==> src/rtl/ps2_rx_fifo_pkg.sv <==
// Shared types and constants for the PS/2 receive path.
package ps2_pkg;

    // Receiver frame state
    typedef enum logic [1:0] {
        IDLE,
        DATA,
        PARITY,
        STOP
    } ps2_state_e;

    localparam logic [7:0]  PS2_EXT_CODE    = 8'hE0;
    localparam logic [7:0]  PS2_BREAK_CODE  = 8'hF0;
    localparam int unsigned PS2_SYNC_STAGES = 2;

    // True when data bits plus parity bit hold an odd number of ones
    function automatic logic ps2_parity_ok(input logic [7:0] d, input logic p);
        return ^{d, p};
    endfunction

endpackage

==> src/rtl/ps2_rx_fifo_if.sv <==
// CPU-side read/status bus of the PS/2 receiver.
// master = consumer (CPU path), slave = ps2_rx_fifo.
interface ps2_rx_fifo_if #(
    parameter int unsigned FIFO_DEPTH = 8
) ();
    localparam int unsigned CW = $clog2(FIFO_DEPTH) + 1;

    logic          rd_en;
    logic          clr_ovf;
    logic [7:0]    rd_data;
    logic [1:0]    rd_flags;
    logic          empty;
    logic          full;
    logic [CW-1:0] count;
    logic          frame_err;
    logic          overflow;

    modport master (
        output rd_en, clr_ovf,
        input  rd_data, rd_flags, empty, full, count, frame_err, overflow
    );

    modport slave (
        input  rd_en, clr_ovf,
        output rd_data, rd_flags, empty, full, count, frame_err, overflow
    );
endinterface

==> src/rtl/ps2_rx_fifo_sync_fifo.sv <==
// Show-ahead synchronous FIFO with occupancy count. The head word is held in
// a register so it keeps its last value once the FIFO drains.
module ps2_sync_fifo #(
    parameter int unsigned WIDTH = 8,
    parameter int unsigned DEPTH = 8
) (
    input  logic                       clk,
    input  logic                       rst,
    input  logic                       push,
    input  logic [WIDTH-1:0]           wdata,
    input  logic                       pop,
    output logic [WIDTH-1:0]           rdata,
    output logic [$clog2(DEPTH):0]     count,
    output logic                       full,
    output logic                       empty,
    output logic                       drop
);
    localparam int unsigned AW = $clog2(DEPTH);
    localparam int unsigned CW = AW + 1;

    logic [WIDTH-1:0] mem [DEPTH];
    logic [AW-1:0]    wptr, rptr, rptr_nxt;
    logic [CW-1:0]    count_nxt;
    logic [WIDTH-1:0] head_q, head_nxt;
    logic             do_push, do_pop;

    assign empty   = (count == '0);
    assign full    = (count == CW'(DEPTH));
    assign do_pop  = pop && !empty;
    assign do_push = push && (!full || do_pop);
    assign drop    = push && full && !do_pop;
    assign rdata   = head_q;

    // Next read pointer, occupancy and head word
    always_comb begin
        rptr_nxt  = do_pop ? rptr + AW'(1) : rptr;
        count_nxt = count;
        unique case ({do_push, do_pop})
            2'b10:   count_nxt = count + CW'(1);
            2'b01:   count_nxt = count - CW'(1);
            default: count_nxt = count;
        endcase
        head_nxt = head_q;
        // The word written this cycle becomes head only when it lands at the new read slot
        if (count_nxt != '0)
            head_nxt = (do_push && (rptr_nxt == wptr)) ? wdata : mem[rptr_nxt];
    end

    // Storage array write
    always_ff @(posedge clk) begin
        if (do_push)
            mem[wptr] <= wdata;
    end

    // Pointers, count and registered head
    always_ff @(posedge clk or posedge rst) begin
        if (rst) begin
            wptr   <= '0;
            rptr   <= '0;
            count  <= '0;
            head_q <= '0;
        end else begin
            if (do_push)
                wptr <= wptr + AW'(1);
            rptr   <= rptr_nxt;
            count  <= count_nxt;
            head_q <= head_nxt;
        end
    end
endmodule

==> src/rtl/ps2_rx_fifo.sv <==
// PS/2 keyboard receiver: pin synchronisers, clock glitch filter, framing FSM
// with parity/stop checks and frame timeout, feeding a show-ahead FIFO.
// Optional macro PS2_BREAK_DECODE_EN folds E0/F0 prefixes into rd_flags.
module ps2_rx_fifo
    import ps2_pkg::*;
#(
    parameter int unsigned FIFO_DEPTH     = 8,
    parameter int unsigned FILTER_LEN     = 8,
    parameter int unsigned TIMEOUT_CYCLES = 100000
) (
    input  logic          inCLK_50MHZ,
    input  logic          BTN_NORTH,
    input  logic          PS2_CLK,
    input  logic          PS2_DATA,
    ps2_rx_fifo_if.slave  bus
);
    localparam int unsigned FW = (FILTER_LEN > 1) ? $clog2(FILTER_LEN) : 1;
    localparam int unsigned TW = $clog2(TIMEOUT_CYCLES);
    localparam int unsigned CW = $clog2(FIFO_DEPTH) + 1;
    localparam logic [FW-1:0] FILT_MAX = FW'(FILTER_LEN - 1);
    localparam logic [TW-1:0] TOUT_MAX = TW'(TIMEOUT_CYCLES - 1);
`ifdef PS2_BREAK_DECODE_EN
    localparam int unsigned EW = 10;
`else
    localparam int unsigned EW = 8;
`endif

    logic clk;
    logic rst;
    assign clk = inCLK_50MHZ;
    assign rst = BTN_NORTH;

    logic [PS2_SYNC_STAGES-1:0] clk_sync, data_sync;
    logic          clk_s, data_s;
    logic          filt_clk, fe;
    logic [FW-1:0] filt_cnt;

    ps2_state_e    state, state_nxt;
    logic [2:0]    bitcnt, bitcnt_nxt;
    logic [7:0]    shreg, shreg_nxt;
    logic          par, par_nxt;
    logic [TW-1:0] tcnt, tcnt_nxt;
    logic          push, err_nxt;
    logic [EW-1:0] push_word;
    logic [EW-1:0] head;
    logic          drop;
    logic [CW-1:0] fifo_count;
    logic          fifo_full, fifo_empty;
    logic          frame_err_q, overflow_q;

`ifdef PS2_BREAK_DECODE_EN
    logic pend_ext, pend_ext_nxt;
    logic pend_brk, pend_brk_nxt;
`endif

    assign clk_s  = clk_sync[PS2_SYNC_STAGES-1];
    assign data_s = data_sync[PS2_SYNC_STAGES-1];

    // Two-stage synchronisers for the raw pins (idle level is high)
    always_ff @(posedge clk or posedge rst) begin
        if (rst) begin
            clk_sync  <= '1;
            data_sync <= '1;
        end else begin
            clk_sync  <= {clk_sync[PS2_SYNC_STAGES-2:0], PS2_CLK};
            data_sync <= {data_sync[PS2_SYNC_STAGES-2:0], PS2_DATA};
        end
    end

    // Glitch filter: follow the synchronised clock after FILTER_LEN differing samples
    always_ff @(posedge clk or posedge rst) begin
        if (rst) begin
            filt_clk <= 1'b1;
            filt_cnt <= '0;
            fe       <= 1'b0;
        end else begin
            fe <= 1'b0;
            if (clk_s == filt_clk) begin
                filt_cnt <= '0;
            end else if (filt_cnt == FILT_MAX) begin
                filt_clk <= clk_s;
                filt_cnt <= '0;
                fe       <= filt_clk;
            end else begin
                filt_cnt <= filt_cnt + FW'(1);
            end
        end
    end

    // Frame FSM state and datapath registers
    always_ff @(posedge clk or posedge rst) begin
        if (rst) begin
            state       <= IDLE;
            bitcnt      <= '0;
            shreg       <= '0;
            par         <= 1'b0;
            tcnt        <= '0;
            frame_err_q <= 1'b0;
`ifdef PS2_BREAK_DECODE_EN
            pend_ext    <= 1'b0;
            pend_brk    <= 1'b0;
`endif
        end else begin
            state       <= state_nxt;
            bitcnt      <= bitcnt_nxt;
            shreg       <= shreg_nxt;
            par         <= par_nxt;
            tcnt        <= tcnt_nxt;
            frame_err_q <= err_nxt;
`ifdef PS2_BREAK_DECODE_EN
            pend_ext    <= pend_ext_nxt;
            pend_brk    <= pend_brk_nxt;
`endif
        end
    end

    // Next-state, timeout and push decision
    always_comb begin
        state_nxt  = state;
        bitcnt_nxt = bitcnt;
        shreg_nxt  = shreg;
        par_nxt    = par;
        push       = 1'b0;
        err_nxt    = 1'b0;
        push_word  = '0;
`ifdef PS2_BREAK_DECODE_EN
        pend_ext_nxt = pend_ext;
        pend_brk_nxt = pend_brk;
`endif
        if (state == IDLE || fe)
            tcnt_nxt = '0;
        else
            tcnt_nxt = tcnt + TW'(1);

        unique case (state)
            IDLE: begin
                if (fe && !data_s) begin
                    state_nxt  = DATA;
                    bitcnt_nxt = '0;
                end
            end
            DATA: begin
                if (fe) begin
                    shreg_nxt  = {data_s, shreg[7:1]};
                    bitcnt_nxt = bitcnt + 3'd1;
                    if (bitcnt == 3'd7)
                        state_nxt = PARITY;
                end
            end
            PARITY: begin
                if (fe) begin
                    par_nxt   = data_s;
                    state_nxt = STOP;
                end
            end
            STOP: begin
                if (fe) begin
                    state_nxt = IDLE;
                    if (data_s && ps2_parity_ok(shreg, par)) begin
`ifdef PS2_BREAK_DECODE_EN
                        if (shreg == PS2_EXT_CODE) begin
                            pend_ext_nxt = 1'b1;
                        end else if (shreg == PS2_BREAK_CODE) begin
                            pend_brk_nxt = 1'b1;
                        end else begin
                            push         = 1'b1;
                            push_word    = {pend_brk, pend_ext, shreg};
                            pend_ext_nxt = 1'b0;
                            pend_brk_nxt = 1'b0;
                        end
`else
                        push      = 1'b1;
                        push_word = shreg;
`endif
                    end else begin
                        err_nxt = 1'b1;
`ifdef PS2_BREAK_DECODE_EN
                        pend_ext_nxt = 1'b0;
                        pend_brk_nxt = 1'b0;
`endif
                    end
                end
            end
            default: state_nxt = IDLE;
        endcase

        // Abort a stalled frame; a falling edge in the same cycle takes priority
        if (state != IDLE && !fe && tcnt == TOUT_MAX) begin
            state_nxt = IDLE;
            err_nxt   = 1'b1;
`ifdef PS2_BREAK_DECODE_EN
            pend_ext_nxt = 1'b0;
            pend_brk_nxt = 1'b0;
`endif
        end
    end

    ps2_sync_fifo #(
        .WIDTH (EW),
        .DEPTH (FIFO_DEPTH)
    ) u_fifo (
        .clk   (clk),
        .rst   (rst),
        .push  (push),
        .wdata (push_word),
        .pop   (bus.rd_en),
        .rdata (head),
        .count (fifo_count),
        .full  (fifo_full),
        .empty (fifo_empty),
        .drop  (drop)
    );

    // Sticky overflow; a drop in the same cycle as clear keeps it set
    always_ff @(posedge clk or posedge rst) begin
        if (rst)
            overflow_q <= 1'b0;
        else if (drop)
            overflow_q <= 1'b1;
        else if (bus.clr_ovf)
            overflow_q <= 1'b0;
    end

    assign bus.rd_data   = head[7:0];
`ifdef PS2_BREAK_DECODE_EN
    assign bus.rd_flags  = head[9:8];
`else
    assign bus.rd_flags  = 2'b00;
`endif
    assign bus.empty     = fifo_empty;
    assign bus.full      = fifo_full;
    assign bus.count     = fifo_count;
    assign bus.frame_err = frame_err_q;
    assign bus.overflow  = overflow_q;
endmodule

==> src/flat_wrapper.sv <==
// flat-port wrapper written by rule: the top's interface ports become plain ports
module ps2_rx_fifo_flat import ps2_pkg::*;
#(
    parameter int unsigned FIFO_DEPTH     = 8,
    parameter int unsigned FILTER_LEN     = 8,
    parameter int unsigned TIMEOUT_CYCLES = 100000
)
  (inCLK_50MHZ, BTN_NORTH, PS2_CLK, PS2_DATA, bus_rd_en, bus_clr_ovf, bus_rd_data, bus_rd_flags, bus_empty, bus_full, bus_count, bus_frame_err, bus_overflow);
  ps2_rx_fifo_if #(.FIFO_DEPTH(FIFO_DEPTH)) bus_i ();
  input  logic inCLK_50MHZ;
  input  logic BTN_NORTH;
  input  logic PS2_CLK;
  input  logic PS2_DATA;
  input wire logic [$bits(bus_i.rd_en)-1:0] bus_rd_en;
  input wire logic [$bits(bus_i.clr_ovf)-1:0] bus_clr_ovf;
  output wire logic [$bits(bus_i.rd_data)-1:0] bus_rd_data;
  output wire logic [$bits(bus_i.rd_flags)-1:0] bus_rd_flags;
  output wire logic [$bits(bus_i.empty)-1:0] bus_empty;
  output wire logic [$bits(bus_i.full)-1:0] bus_full;
  output wire logic [$bits(bus_i.count)-1:0] bus_count;
  output wire logic [$bits(bus_i.frame_err)-1:0] bus_frame_err;
  output wire logic [$bits(bus_i.overflow)-1:0] bus_overflow;
  assign bus_i.rd_en = bus_rd_en;
  assign bus_i.clr_ovf = bus_clr_ovf;
  assign bus_rd_data = bus_i.rd_data;
  assign bus_rd_flags = bus_i.rd_flags;
  assign bus_empty = bus_i.empty;
  assign bus_full = bus_i.full;
  assign bus_count = bus_i.count;
  assign bus_frame_err = bus_i.frame_err;
  assign bus_overflow = bus_i.overflow;
  ps2_rx_fifo #(.FIFO_DEPTH(FIFO_DEPTH), .FILTER_LEN(FILTER_LEN), .TIMEOUT_CYCLES(TIMEOUT_CYCLES)) u_core (.inCLK_50MHZ(inCLK_50MHZ), .BTN_NORTH(BTN_NORTH), .PS2_CLK(PS2_CLK), .PS2_DATA(PS2_DATA), .bus(bus_i));
endmodule
==> config.mk <==
export PLATFORM = sky130hd
export DESIGN_NAME = ps2_rx_fifo_flat
export DESIGN_NICKNAME = d
export VERILOG_FILES = /design/src/rtl/ps2_rx_fifo_pkg.sv /design/src/rtl/ps2_rx_fifo_if.sv /design/src/rtl/ps2_rx_fifo_sync_fifo.sv /design/src/rtl/ps2_rx_fifo.sv /design/src/flat_wrapper.sv
export SDC_FILE = /design/constraint.sdc
export NUM_CORES = 1
export LEC_CHECK = 0
export BUFFER_PORTS_ARGS = -buffer_cell sky130_fd_sc_hd__buf_2
export CAP_MARGIN = 20
export CORE_ASPECT_RATIO = 1.1
export CORE_MARGIN = 8
export CORE_UTILIZATION = 61
export DETAILED_ROUTE_END_ITERATION = 10
export PLACE_DENSITY = 0.9
export SETUP_SLACK_MARGIN = 0.5
export SLEW_MARGIN = 20
export SYNTH_ARGS = -nofsm -noshare
export SYNTH_HDL_FRONTEND = slang
export SYNTH_SLANG_ARGS = --single-unit
==> constraint.sdc <==
create_clock -name inCLK_50MHZ -period 10 [get_ports inCLK_50MHZ]
set_input_delay 1.5 -clock inCLK_50MHZ [delete_from_list [all_inputs] [get_ports inCLK_50MHZ]]
set_output_delay 1.5 -clock inCLK_50MHZ [all_outputs]
set_load 0.05 [all_outputs]
==> reports/results.txt <==
filler cell count: 609
largest fanout on the critical path: 11
layout cell share with drive strength beyond 1: 18.8%
CTS Buffer Depth: 2
Synth Instances: 544
Fin Clk Skew: 7.58 ps
first-pass GRT wire length: 25600 µm
Chip Height: 124 µm
FF+latch area: 0.00343 mm²
gr usage total: 23.1%
fmax: 0.241 GHz
Num CTS Buffers: 17
final hold vios: 0
CP peak stage delay: 610 ps
Relative slew margins: 21.7%
CP cell instances: xor2_1 > xnor3_2 > mux2_2 > nor2_1 > ha_1 > a21o_1 > a21oi_1 > xor2_1 > nor3_1 > o32ai_4 > mux2_2
GP Congestion: 0.764
synth unique cells: 57
Crit. End Element: flip-flop
post-DP HPWL: 8930 µm
Post-Route WL: 15700 µm
Req. time, crit path: 10300 ps
CTS tree: done
cell accounting for the most synthesized area: edfxtp_1
Reg clk slew, reported paths: 60 ps
area of the multi-input gates: 0.00292 mm²
Top delay family on crit path: compound AO/OA/AOI/OAI gates
nets@finish: 581
I/O pin cnt: 24
Via Count: 4684
Yosys Warn Count: 0
share of synthesized registers carrying an async set or reset: 48.4%
register area share after synthesis: 52.7%
Core Region: 0.0104 mm²
maxcap violations: 0
Die ar.: 0.0142 mm²
PD cells: 289 mW/mm²
Routed Antenna Nets: 0
final core occ: 71.1%
post-CTS setup buffers: 0
Setup Total Neg Slack: 0 ps
Starting Density: 62.6%
Worst EP arrival: 4440 ps
largest net degree at the start of global routing: 61
Finish-stage setup viols: 0
Critical Path Start Type: flip-flop
die extent in x: 114 µm
Root Driver: clkbuf_16
Setup Crit Path Kind: reg2reg
Slew @ Worst Pin: 1160 ps
Final Critical Period: 4140 ps
Post-synth EDFFs: 64
First DRT Iteration DRCs: 392
static leakage: 0.00306 µW
row count: 39
slowest CP cell: o32ai_4
Final Max Tran Viols: 0
vias per std cell: 6.53
status: finished, final reports clean
cts repair resizes: 0
clock sink count: 124
drt wl/cell: 21.9 µm
Worst Path Buf+Inv: 0
#FFs+latches synth: 124
H-tree levels: 4
Worst Hold Class: reg2reg
Mean Syn Cell Area: 12.0 µm²
area fraction of the dominant cell type after synthesis: 29.5%
VDD IR max: 0.272 mV
GR Overflow Total: 0
drt drc: 0
final worst path period share: 41.4%
vias in the first global route: 4857
Clk Latency, worst-skew pair: 420 ps
hold_buf cts: 0
drt first pass iters: 5
area grow syn2layout: 13.6%
initial antenna violation count: 0
Syn Std Cell Area: 0.00651 mm²
number of port buffers: 21
largest cells by area after synthesis: edfxtp_1, dfrtp_1, mux2i_1
Synth Flop Type: edfxtp_1
Antenna diodes: 0
RSZ-0062 raised after global routing: no
-- final timing paths --
path	start	to	slack, ps	depth (start not counted)
worst max-delay path	u_core.shreg[3]	u_core.u_fifo.rdata[7]	5860	11
worst min-delay path	u_core.clk_sync[0]	u_core.clk_sync[1]	360	0
worst max register to register	u_core.shreg[3]	u_core.u_fifo.rdata[7]	5860	11
worst min register to register	u_core.clk_sync[0]	u_core.clk_sync[1]	360	0
max in group asynchronous	BTN_NORTH	u_core.u_fifo.rptr[2]	8180	3
min in group asynchronous	BTN_NORTH	u_core.tcnt[1]	1300	3
-- report_power, final --
| group | leakage, µW | total, µW | internal (µW) | switching [µW] |
|---|---|---|---|---|
| sequential | 0.00141 | 668 | 581 | 87.1 |
| clock | 0.000303 | 658 | 435 | 223 |
| combinational | 0.00134 | 812 | 330 | 481 |
-- layer usage --
metal,vias up,global-route usage [%],routed length (µm)
li1,2039,-,-
met1,2329,25.7,5840
met2,256,39.5,8180
met3,60,5.48,1160
met4,0,12.7,517
met5,-,0,0
-- registers in the layout, indices dropped and copies added (netlist names), 3 cells and up --
signal / count
u_core.bitcnt: 3
u_core.filt_cnt: 3
u_core.shreg: 8
u_core.tcnt: 17
u_core.u_fifo.count: 4
u_core.u_fifo.mem: 64
u_core.u_fifo.rdata: 8
u_core.u_fifo.rptr: 3
u_core.u_fifo.wptr: 3
-- synthesized netlist by cell type, types with 2 or more instances --
cell type / number
nand2b_1: 3
nand4b_1: 16
ha_1: 13
and2_1: 8
buf_1: 5
or2_2: 2
xor2_1: 13
nor2_1: 28
xnor2_1: 19
mux2i_1: 59
a22o_1: 4
nand2_1: 27
mux2_2: 23
dfrtp_1: 55
nor2b_1: 19
o21ai_0: 5
and3_1: 2
edfxtp_1: 64
or3_1: 2
inv_1: 12
xor3_1: 2
a2111oi_0: 16
a21oi_1: 6
nand3_1: 59
and3b_1: 2
dfstp_2: 5
clkbuf_1: 26
nor3_1: 14
mux2_4: 5
buf_4: 2
nor4_1: 2
-- per-stage QoR --
stage	cells	hold slack [ps]	power, µW	cell area (µm²)	worst slack [ps]
final	717	358	2140	7390	5860
after global routing	717	359	2220	7390	5640
after CTS	717	359	2130	7390	5890
after detailed placement	685	348	1450	6760	5520
after global placement	685	346	1410	6760	5710
after floorplan	545	345	1280	6510	6020
-- cells by family after synthesis --
logic type	Yosys count	synth area share, %
simple gates	193	16.3
mux	88	14.6
compound gates	43	5.40
buf+inv	46	2.79
fa+ha+maj	14	2.81
other cells	1	0.0576
xor+xnor	35	5.40
flops	124	52.7
-- cell usage in the layout (no fill, tap or decap), drive strengths merged, types with 2 or more instances in the layout --
master and instances:
a2111oi 16, a21oi 6, a22o 4, and2 9
and3 2, and3b 2, buf 31, bufinv 4
clkbuf 21, clkinv 4, clkinvlp 3, conb 2
dfrtp 55, dfstp 5, edfxtp 64, ha 13
inv 12, mux2 28, mux2i 60, nand2 27
nand2b 3, nand3 59, nand4b 16, nor2 28
nor2b 19, nor3 14, nor4 3, nor4b 2
o21ai 5, or2 2, or3 2, xnor2 19
xor2 13, xor3 2
-- final cells by class --
class	instances	area share [%]
sequential	124	46.4
multi-input combinational	375	39.5
clock buffer	21	6.36
timing repair buffer	31	2.44
tap	143	2.42
clock inverter	11	2.23
inverter	12	0.609
No activity file was read; power rests on OpenSTA's default activity.
